--- src/rtl/pc_fetch.sv ---
// Program counter and instruction-fetch stage: issues pc over a req/ready
// handshake, buffers words caught under a stall, and feeds the IF/ID register.
module pc_fetch #(
  parameter logic [31:0] RESET_PC = 32'h0000_0000,
  parameter int          CNT_W    = 16
) (
  input  logic             clock,
  input  logic             reset,
  input  logic [31:0]      next_pc,
  input  logic             stall,
  input  logic             flush,
  output logic             imem_req,
  output logic [31:0]      imem_addr,
  input  logic [31:0]      imem_rdata,
  input  logic             imem_ready,
  output logic [31:0]      pc,
  output logic [31:0]      ifid_ir,
  output logic [31:0]      ifid_pc4,
  output logic             ifid_valid,
  output logic [CNT_W-1:0] fetch_wait_cnt
);

  typedef enum logic [0:0] {
    ST_FETCH = 1'b0,
    ST_HOLD  = 1'b1
  } state_t;

  state_t             state_r;
  state_t             state_nxt_s;
  logic [31:0]        pc_r;
  logic [31:0]        pc_nxt_s;
  logic [31:0]        ir_r;
  logic [31:0]        ir_nxt_s;
  logic [31:0]        pc4_r;
  logic [31:0]        pc4_nxt_s;
  logic               valid_r;
  logic               valid_nxt_s;
  logic [31:0]        buf_r;
  logic [31:0]        buf_nxt_s;
  logic [CNT_W-1:0]   cnt_r;
  logic [CNT_W-1:0]   cnt_nxt_s;
  logic [31:0]        pc_target_s;
  logic [31:0]        pc_plus4_s;
  logic               unused_low_bits_s;

  function automatic logic [CNT_W-1:0] sat_inc(input logic [CNT_W-1:0] v);
    if (&v) begin
      return v;
    end else begin
      return v + {{(CNT_W-1){1'b0}}, 1'b1};
    end
  endfunction

  // Redirect target is always word aligned; the low bits of next_pc are dropped.
  assign pc_target_s       = {next_pc[31:2], 2'b00};
  assign unused_low_bits_s = ^next_pc[1:0];
  assign pc_plus4_s        = pc_r + 32'd4;

  // Request is a pure function of state, suppressed while reset is asserted.
  assign imem_req       = (state_r == ST_FETCH) && !reset;
  assign imem_addr      = pc_r;
  assign pc             = pc_r;
  assign ifid_ir        = ir_r;
  assign ifid_pc4       = pc4_r;
  assign ifid_valid     = valid_r;
  assign fetch_wait_cnt = cnt_r;

  // Next-state and datapath selection for both fetch states.
  always_comb begin
    state_nxt_s = state_r;
    pc_nxt_s    = pc_r;
    ir_nxt_s    = ir_r;
    pc4_nxt_s   = pc4_r;
    valid_nxt_s = valid_r;
    buf_nxt_s   = buf_r;
    case (state_r)
      ST_FETCH: begin
        if (flush) begin
          pc_nxt_s    = pc_target_s;
          ir_nxt_s    = 32'h0000_0000;
          valid_nxt_s = 1'b0;
        end else if (imem_ready && !stall) begin
          ir_nxt_s    = imem_rdata;
          pc4_nxt_s   = pc_plus4_s;
          valid_nxt_s = 1'b1;
          pc_nxt_s    = pc_target_s;
        end else if (imem_ready) begin
          // Word arrived while decode is stalled: park it until the stall drops.
          buf_nxt_s   = imem_rdata;
          state_nxt_s = ST_HOLD;
        end else if (!stall) begin
          ir_nxt_s    = 32'h0000_0000;
          valid_nxt_s = 1'b0;
        end else begin
          state_nxt_s = ST_FETCH;
        end
      end
      ST_HOLD: begin
        if (flush) begin
          pc_nxt_s    = pc_target_s;
          ir_nxt_s    = 32'h0000_0000;
          valid_nxt_s = 1'b0;
          state_nxt_s = ST_FETCH;
        end else if (!stall) begin
          ir_nxt_s    = buf_r;
          pc4_nxt_s   = pc_plus4_s;
          valid_nxt_s = 1'b1;
          pc_nxt_s    = pc_target_s;
          state_nxt_s = ST_FETCH;
        end else begin
          state_nxt_s = ST_HOLD;
        end
      end
      default: begin
        state_nxt_s = ST_FETCH;
      end
    endcase
  end

  // Memory wait counter: every FETCH cycle without ready, flush or stall alike.
  always_comb begin
    cnt_nxt_s = cnt_r;
    if ((state_r == ST_FETCH) && !imem_ready) begin
      cnt_nxt_s = sat_inc(cnt_r);
    end else begin
      cnt_nxt_s = cnt_r;
    end
  end

  // State and pipeline registers.
  always_ff @(posedge clock or posedge reset) begin
    if (reset) begin
      state_r <= ST_FETCH;
      pc_r    <= RESET_PC;
      ir_r    <= 32'h0000_0000;
      pc4_r   <= 32'h0000_0000;
      valid_r <= 1'b0;
      buf_r   <= 32'h0000_0000;
      cnt_r   <= {CNT_W{1'b0}};
    end else begin
      state_r <= state_nxt_s;
      pc_r    <= pc_nxt_s;
      ir_r    <= ir_nxt_s;
      pc4_r   <= pc4_nxt_s;
      valid_r <= valid_nxt_s;
      buf_r   <= buf_nxt_s;
      cnt_r   <= cnt_nxt_s;
    end
  end

endmodule

--- config.mk ---
export PLATFORM = sky130hd
export DESIGN_NAME = pc_fetch
export DESIGN_NICKNAME = d
export VERILOG_FILES = /design/src/rtl/pc_fetch.sv
export SDC_FILE = /design/constraint.sdc
export NUM_CORES = 1
export LEC_CHECK = 0
export CAP_MARGIN = 10
export CORE_MARGIN = 2
export CORE_UTILIZATION = 42
export DETAILED_ROUTE_END_ITERATION = 8
export PLACE_DENSITY = 0.79
export SETUP_SLACK_MARGIN = 0.5
export SLEW_MARGIN = 20
export SYNTH_ARGS = -nofsm -noshare
export SYNTH_HDL_FRONTEND = slang
export SYNTH_SLANG_ARGS = --single-unit
--- constraint.sdc ---
create_clock -name clock -period 4.8 [get_ports clock]
set_input_delay 0.96 -clock clock [delete_from_list [all_inputs] [get_ports clock]]
set_output_delay 0.96 -clock clock [all_outputs]
set_load 0.05 [all_outputs]
=== After elaboration in Yosys (flattened, before gate mapping) ===
Cells that the tools add are included.

* Magnitude comparators: 0
* Multipliers: 0
* Add/subtract/negate cells: 2
* Mux-type cells: 30
* Shift operators: 0
* Eq/ne operators: 8
* Reductions and logical operators: 12
* Bitwise logic cells: 4
* Divide/modulo/power cells: 0

{| class="wikitable"
|+ Operators by type and width
! cell !! number
|-
| $mux W32 || 14
|-
| $pmux W32 S2 || 3
|-
| $add A32 B3 Y32 const B || 1
|-
| $add A16 B1 Y16 const B || 1
|-
| $reduce_and A16 Y1 || 1
|-
| $mux W1 || 11
|-
| $ne A4 B3 Y1 const B || 2
|-
| $reduce_and A4 Y1 || 2
|-
| $ne A2 B2 Y1 const B || 3
|-
| $not A1 Y1 || 4
|-
| $pmux W1 S2 || 2
|-
| $reduce_and A2 Y1 || 2
|-
| $logic_and A1 B1 Y1 || 3
|-
| $logic_not A1 Y1 || 3
|-
| $ne A3 B2 Y1 const B || 1
|-
| $ne A3 B3 Y1 const B || 1
|-
| $reduce_and A3 Y1 || 1
|-
| $ne A2 B1 Y1 const B || 1
|}

* Memory bits (read-only): 0
* Memories kept: 0
* Flip-flop bits (word level): 146
* Input bits: 69
* Memory bits (writable): 0
* Output and inout bits: 146
* Bits in latches: 0

=== Depth between registers and ports, before layout ===
Gate-level depths: netlist (run 1).

* Word-level depth: 5
* Gate-level depth with buffers: 6

=== Worst setup path after synthesis (run 1) ===
OpenSTA, ideal clock, no wires.

* Kind: input -> output
* From: input port reset
* To: output port imem_req
* Stages on the path: 1
* Required time: 3.840 ns
* Arrival: 1.605 ns
* Slack: 2.235 ns
* Cells stage by stage: nor2_1

* Cells in the longest elaborated chain, start to end: 2

{| class="wikitable"
|+ Ends and longest elaborated chain
! item !! RTL line !! source
|-
| start: declaration || 8 || <nowiki>input logic reset,</nowiki>
|-
| $logic_not A1 Y1 (no line) || -- ||
|-
| $logic_and A1 B1 Y1 || 60 || <nowiki>assign imem_req = (state_r == ST_FETCH) && !reset;</nowiki>
|-
| end: declaration || 12 || <nowiki>output logic imem_req,</nowiki>
|}

No other way between the ends.

=== Worst setup path after layout (run 1) ===
Ends and elaborated chain as after synthesis.

==> reports/metrics.csv, run 1 <==
metric,value,unit
top_usage_layer,met2,
nets,831,
synth_area,6497,um^2
grt_pass1_vias,5230,
ant_nets,0,
cts.sinks,142,
ys_types,44,
syn-mean-instance-area,10.99,um^2
synth_seq_cells,142,
synthTopCellsByArea,"dfrtp_1 55%, mux2_2 10%, o21ai_0 4.3%",
fin_tns_setup,0,ps
crit_slowest_cell,clkdlybuf4s50_1,
grt_max_degree,143,
worst_pin_slew,928.7,ps
setup_viol,0,
grt_usage,20.57,%
numPortBuffers,206,
fin_cells,961,
netlist_top_cells_count,"142 x dfrtp_1, 66 x nand2_1, 60 x mux2_2, 56 x o21ai_0, 37 x buf_4",
grt.met2_usage,34.92,%
viasPerCell,5.443,
place_congestion,0.8345,
drt_iter0_markers,286,
slew_viol_final,0,
clk_latency,420,ps
routed_wl,16700,um
avgRoutedWirePerCell,17.37,um
h-tree-depth,4,
synth-edff-count,0,
yosys_warnings,0,
hold_violations,0,
start_util,42.90,%
cp_top_family,buffers and inverters,
drive_above_1_share,14.75,%
postSynthCellCount,591,
yosys.cell_count.top_type,dfrtp_1,
end_kind,output port,
crit_type,primary input to output port,
dieArea,16480,um^2
cts_setup_buffers,0,
die_h,128.4,um
slew_headroom,37.92,%
holdWs,478.1,ps
cts-buffers-inserted,17,
path_cells,clkdlybuf4s50_1 > nor2_1 > clkdlybuf4s50_1,
period_needed,3308,ps
cp_max_fo,2,
maxCapViolCount,0,
fillers,1199,
yosys_most_used_dff,dfrtp_1,
hp-class,register to register,
route.detailed.drc,0,
totalPowerFinal,4.159,mW
grt_pass1_wl,26430,um
cts_root_buffer,clkbuf_16,
drt_pass1_iterations,4,
yosys.area.top_type,dfrtp_1,
skew,8.308,ps
crit_path_max_incr_delay,810,ps
ys_async_sr_fraction,100.0,%
place_hpwl,11290,um
clock.fmax,0.3023,GHz
cp-start-kind,primary input,
power.density,455.0,nW/um^2
rsz0062_at_grt,false,
core,15150,um^2
rows,45,
use_met3,5.946,%
fin_util,60.35,%
ys_seq_area_share,54.69,%
holdBufCountCts,0,
irDropWorstVdd,0.2224,mV
die_x,128.4,um
grt-ovfl-total,0,
post-route-period-util,68.92,%
vias,5231,
crit_buf_inv,2,
area_growth,40.67,%
status,completed,
cts_tree,built,
diodes,0,
grt_util_met1,24.92,%
clockBufferDepth,2,
clk_pin_slew,50,ps
power_leakage,3.686,nW
dp.cells,929,
cts_resized,0,
arrival,2350,ps
antenna_found_initial,0,
io_pins,215,
path_common_cell,clkdlybuf4s50_1,
required,3840,ps
synth_top_area_share,54.69,%
==> metal layers <==
layer,part of all wire [%],wire (um)
met1,41,6914
met2,50,8307
met3,7.1,1182
met4,1.8,293
met5,0,0
==> registers in the layout, indices dropped and copies added (netlist names) <==
signal          flops
buf_r              32
fetch_wait_cnt     16
ifid_ir            32
ifid_pc4           30
ifid_valid          1
imem_addr          30
state_r             1
==> placed cells by master, fill, tap and decap left out, drive strengths merged, types with 6 or more instances in the layout <==
master,Yosys,final
clkdlybuf4s50,0,206
dfrtp,142,142
nand2,66,66
mux2,60,60
o21ai,56,56
a22oi,32,32
clkbuf,25,24
nor2,23,23
nand3,20,20
a31oi,15,15
xnor2,14,14
xor2,11,11
or4,11,11
nand4,10,10
o31ai,9,9
and3,8,8
buf,41,7
or3,7,7
nor4,6,6
conb,1,6
==> area by class of cell <==
cell class | instances | area, um^2 | share of cell area [%]
well taps | 188 | 235.2 | 2.574
inverters | 5 | 22.52 | 0.2464
repair buffers | 213 | 2127 | 23.27
clock buffers | 24 | 511.7 | 5.599
clock inverters | 8 | 126.4 | 1.383
flip-flops and latches | 142 | 3553 | 38.88
multi-input cells | 381 | 2564 | 28.05
==> report_power, final <==
part / internal, mW / total [mW] / switching (mW)
clock network: 0.902 / 1.40 / 0.501
registers: 1.38 / 1.54 / 0.163
logic: 0.437 / 1.22 / 0.780
total: 2.72 / 4.16 / 1.44
==> cell families after synthesis <==
group | synth area share (%)
buf+inv | 6.624
flops | 54.69
mux | 10.40
compound gates | 11.55
fa+ha+maj | 0.3851
other cells | 0.05771
xor+xnor | 3.370
simple gates | 12.92
==> metrics by stage <==
step | area, um^2 | setup slack (ps)
CTS | 9138 | 1488
global placement | 8499 | 1499
floorplan | 6520 | 2063
detailed placement | 8499 | 1495
finish | 9140 | 1492
global route | 9140 | 1449
==> worst paths after layout <==
path                         startpoint             to  depth (start not counted)  slack, ps
setup / recovery                  reset       imem_req                          3       1490
hold / removal              ifid_ir[10]    ifid_ir[10]                          2        480
setup reg to reg           imem_addr[2]   ifid_pc4[30]                          5       2450
hold reg to reg             ifid_ir[10]    ifid_ir[10]                          2        480
max in group asynchronous         reset  imem_addr[23]                          3       3040
min in group asynchronous         reset    ifid_ir[24]                          3       1140
==> tightest hold or removal path: cells and delay by family, from the launching register on <==
kind               cells  cell delay (ps)
AOI/OAI and AO/OA      1               60
DFF                    1              340
and+or+nand+nor        1               40
No activity file was read; power rests on OpenSTA's default activity.
==> run 2: changes to the inputs <==
==> constraint.sdc (replaced) <==
create_clock -name clock -period 2.9 [get_ports clock]
set_input_delay 0.58 -clock clock [delete_from_list [all_inputs] [get_ports clock]]
set_output_delay 0.58 -clock clock [all_outputs]
set_load 0.05 [all_outputs]
==> run 2 against run 1 <==
- clock skew fell by 2.5 ps
- die area did not move
- non-clock buffer count rose by 5
- global-route usage fell by 0.52 points
- worst setup slack got worse by 980 ps
- first-iteration DRC count fell by 10%
==> reports/metrics.csv, run 2 (same netlist as run 1, synthesis figures left out) <==
metric,value,unit
hold_violations,0,
cp-start-kind,register,
grt_max_degree,67,
status,completed,
die_h,128.4,um
skew,5.841,ps
clk_latency,410,ps
core,15150,um^2
cp.depth,1,
cts-buffers-inserted,17,
cts_tree,built,
arrival,1800,ps
routed_wl,16250,um
h-tree-depth,4,
rsz0062_at_grt,false,
fin_cells,965,
critPathLaunch,imem_addr[9],
crit_path_max_incr_delay,870,ps
drive_above_1_share,15.32,%
grt_pass1_vias,5107,
slew_headroom,56.31,%
nets,836,
diodes,0,
grt_pass1_wl,25790,um
numPortBuffers,206,
cts_root_buffer,clkbuf_16,
clock.fmax,0.4196,GHz
area_growth,41.69,%
crit_buf_inv,1,
rr_worst_depth,5,
holdCritStartpoint,ifid_pc4[10],
start_util,42.90,%
hp-class,register to register,
worst_pin_slew,652.3,ps
grt_usage,20.05,%
drt_pass1_iterations,6,
required,2320,ps
dp.cells,934,
post-route-period-util,82.18,%
antenna_found_initial,0,
vias,5154,
cp_top_family,buffers and inverters,
place_hpwl,11300,um
slew_viol_final,0,
layout_common_cells,"184 x clkdlybuf4s50_1, 141 x dfrtp_1, 66 x nand2_1",
fillers,1197,
cp_max_fo,7,
min_path_cells,2,
ant_nets,0,
dp_slack,434.9,ps
worst_slack,516.9,ps
reg2reg_from,imem_addr[3],
fin_tns_setup,0,ps
path_cells,clkdlybuf4s50_1,
final_common_cell,clkdlybuf4s50_1,
crit_type,register to output port,
setup_viol,0,
drt_iter0_markers,256,
io_pins,215,
power.density,743.3,nW/um^2
clk_pin_slew,60,ps
clockBufferDepth,2,
dieArea,16480,um^2
die_x,128.4,um
end_kind,output port,
cts.sinks,142,
holdBufCountCts,0,
viasPerCell,5.341,
avgRoutedWirePerCell,16.84,um
place_congestion,0.8345,
grt-ovfl-total,0,
irDropWorstVdd,0.3951,mV
maxCapViolCount,0,
route.detailed.drc,0,
period_needed,2383,ps
cts_setup_buffers,0,
rows,45,
crit_slowest_cell,clkdlybuf4s50_1,
totalPowerFinal,6.843,mW
power_leakage,3.855,nW
==> run 2: cell count changes in the layout (fill, tap and decap cells not counted), moves of 2 or more <==
cell             change
buf_4                +5
dlymetal6s2s_1      +15
dlygate4sd2_1        +6
clkdlybuf4s50_1     -22
clkbuf_8             -4
clkinv_4             +2
==> run 2: worst paths after layout <==
kind	end	slack, ps
min	ifid_pc4[10]	480
max	pc[9]	520
min in group asynchronous	ifid_ir[26]	610
min reg2reg	ifid_pc4[10]	480
max in group asynchronous	ifid_pc4[29]	1580
max reg2reg	ifid_pc4[24]	650
==> run 2: metrics by stage <==
step / cell area (um^2) / hold slack (ps) / utilization [%]
after CTS: 9163 / 481.9 / 60.50
final: 9206 / 477.0 / 60.78
after floorplan: 6520 / 481.1 / -
after global routing: 9206 / 503.7 / 60.78
after detailed placement: 8547 / 466.1 / 56.43
after global placement: 8547 / 462.6 / 56.43
==> run 2: layout make-up <==
class	count	area, um^2	share of cell area, %
Clock inverter	10	162.7	1.767
Timing Repair Buffer	218	2205	23.95
Clock buffer	21	460.4	5.001
Multi-Input combinational cell	381	2566	27.87
Sequential cell	142	3555	38.61
Tap cell	188	235.2	2.555
Inverter	5	22.52	0.2446
==> run 2: what timing repair did <==
item | CTS | global route
gates cloned | 0 | 0
gates resized for setup | 6 | 17
endpoints found under the setup margin | 7 | 21
==> run 2: per-layer routing <==
metal | vias up | GRT usage [%] | routed length (um)
met2 | 198 | 32.88 | 7960
met4 | 0 | 7.369 | 324
li1 | 2427 | - | -
met5 | - | 0 | 0
met1 | 2503 | 25.43 | 6793
met3 | 26 | 5.780 | 1171
==> run 2: power breakdown <==
part	switching (mW)	leakage, nW	internal, mW
logic	1.29	1.80	0.722
registers	0.267	1.76	2.28
clock network	0.808	0.299	1.48
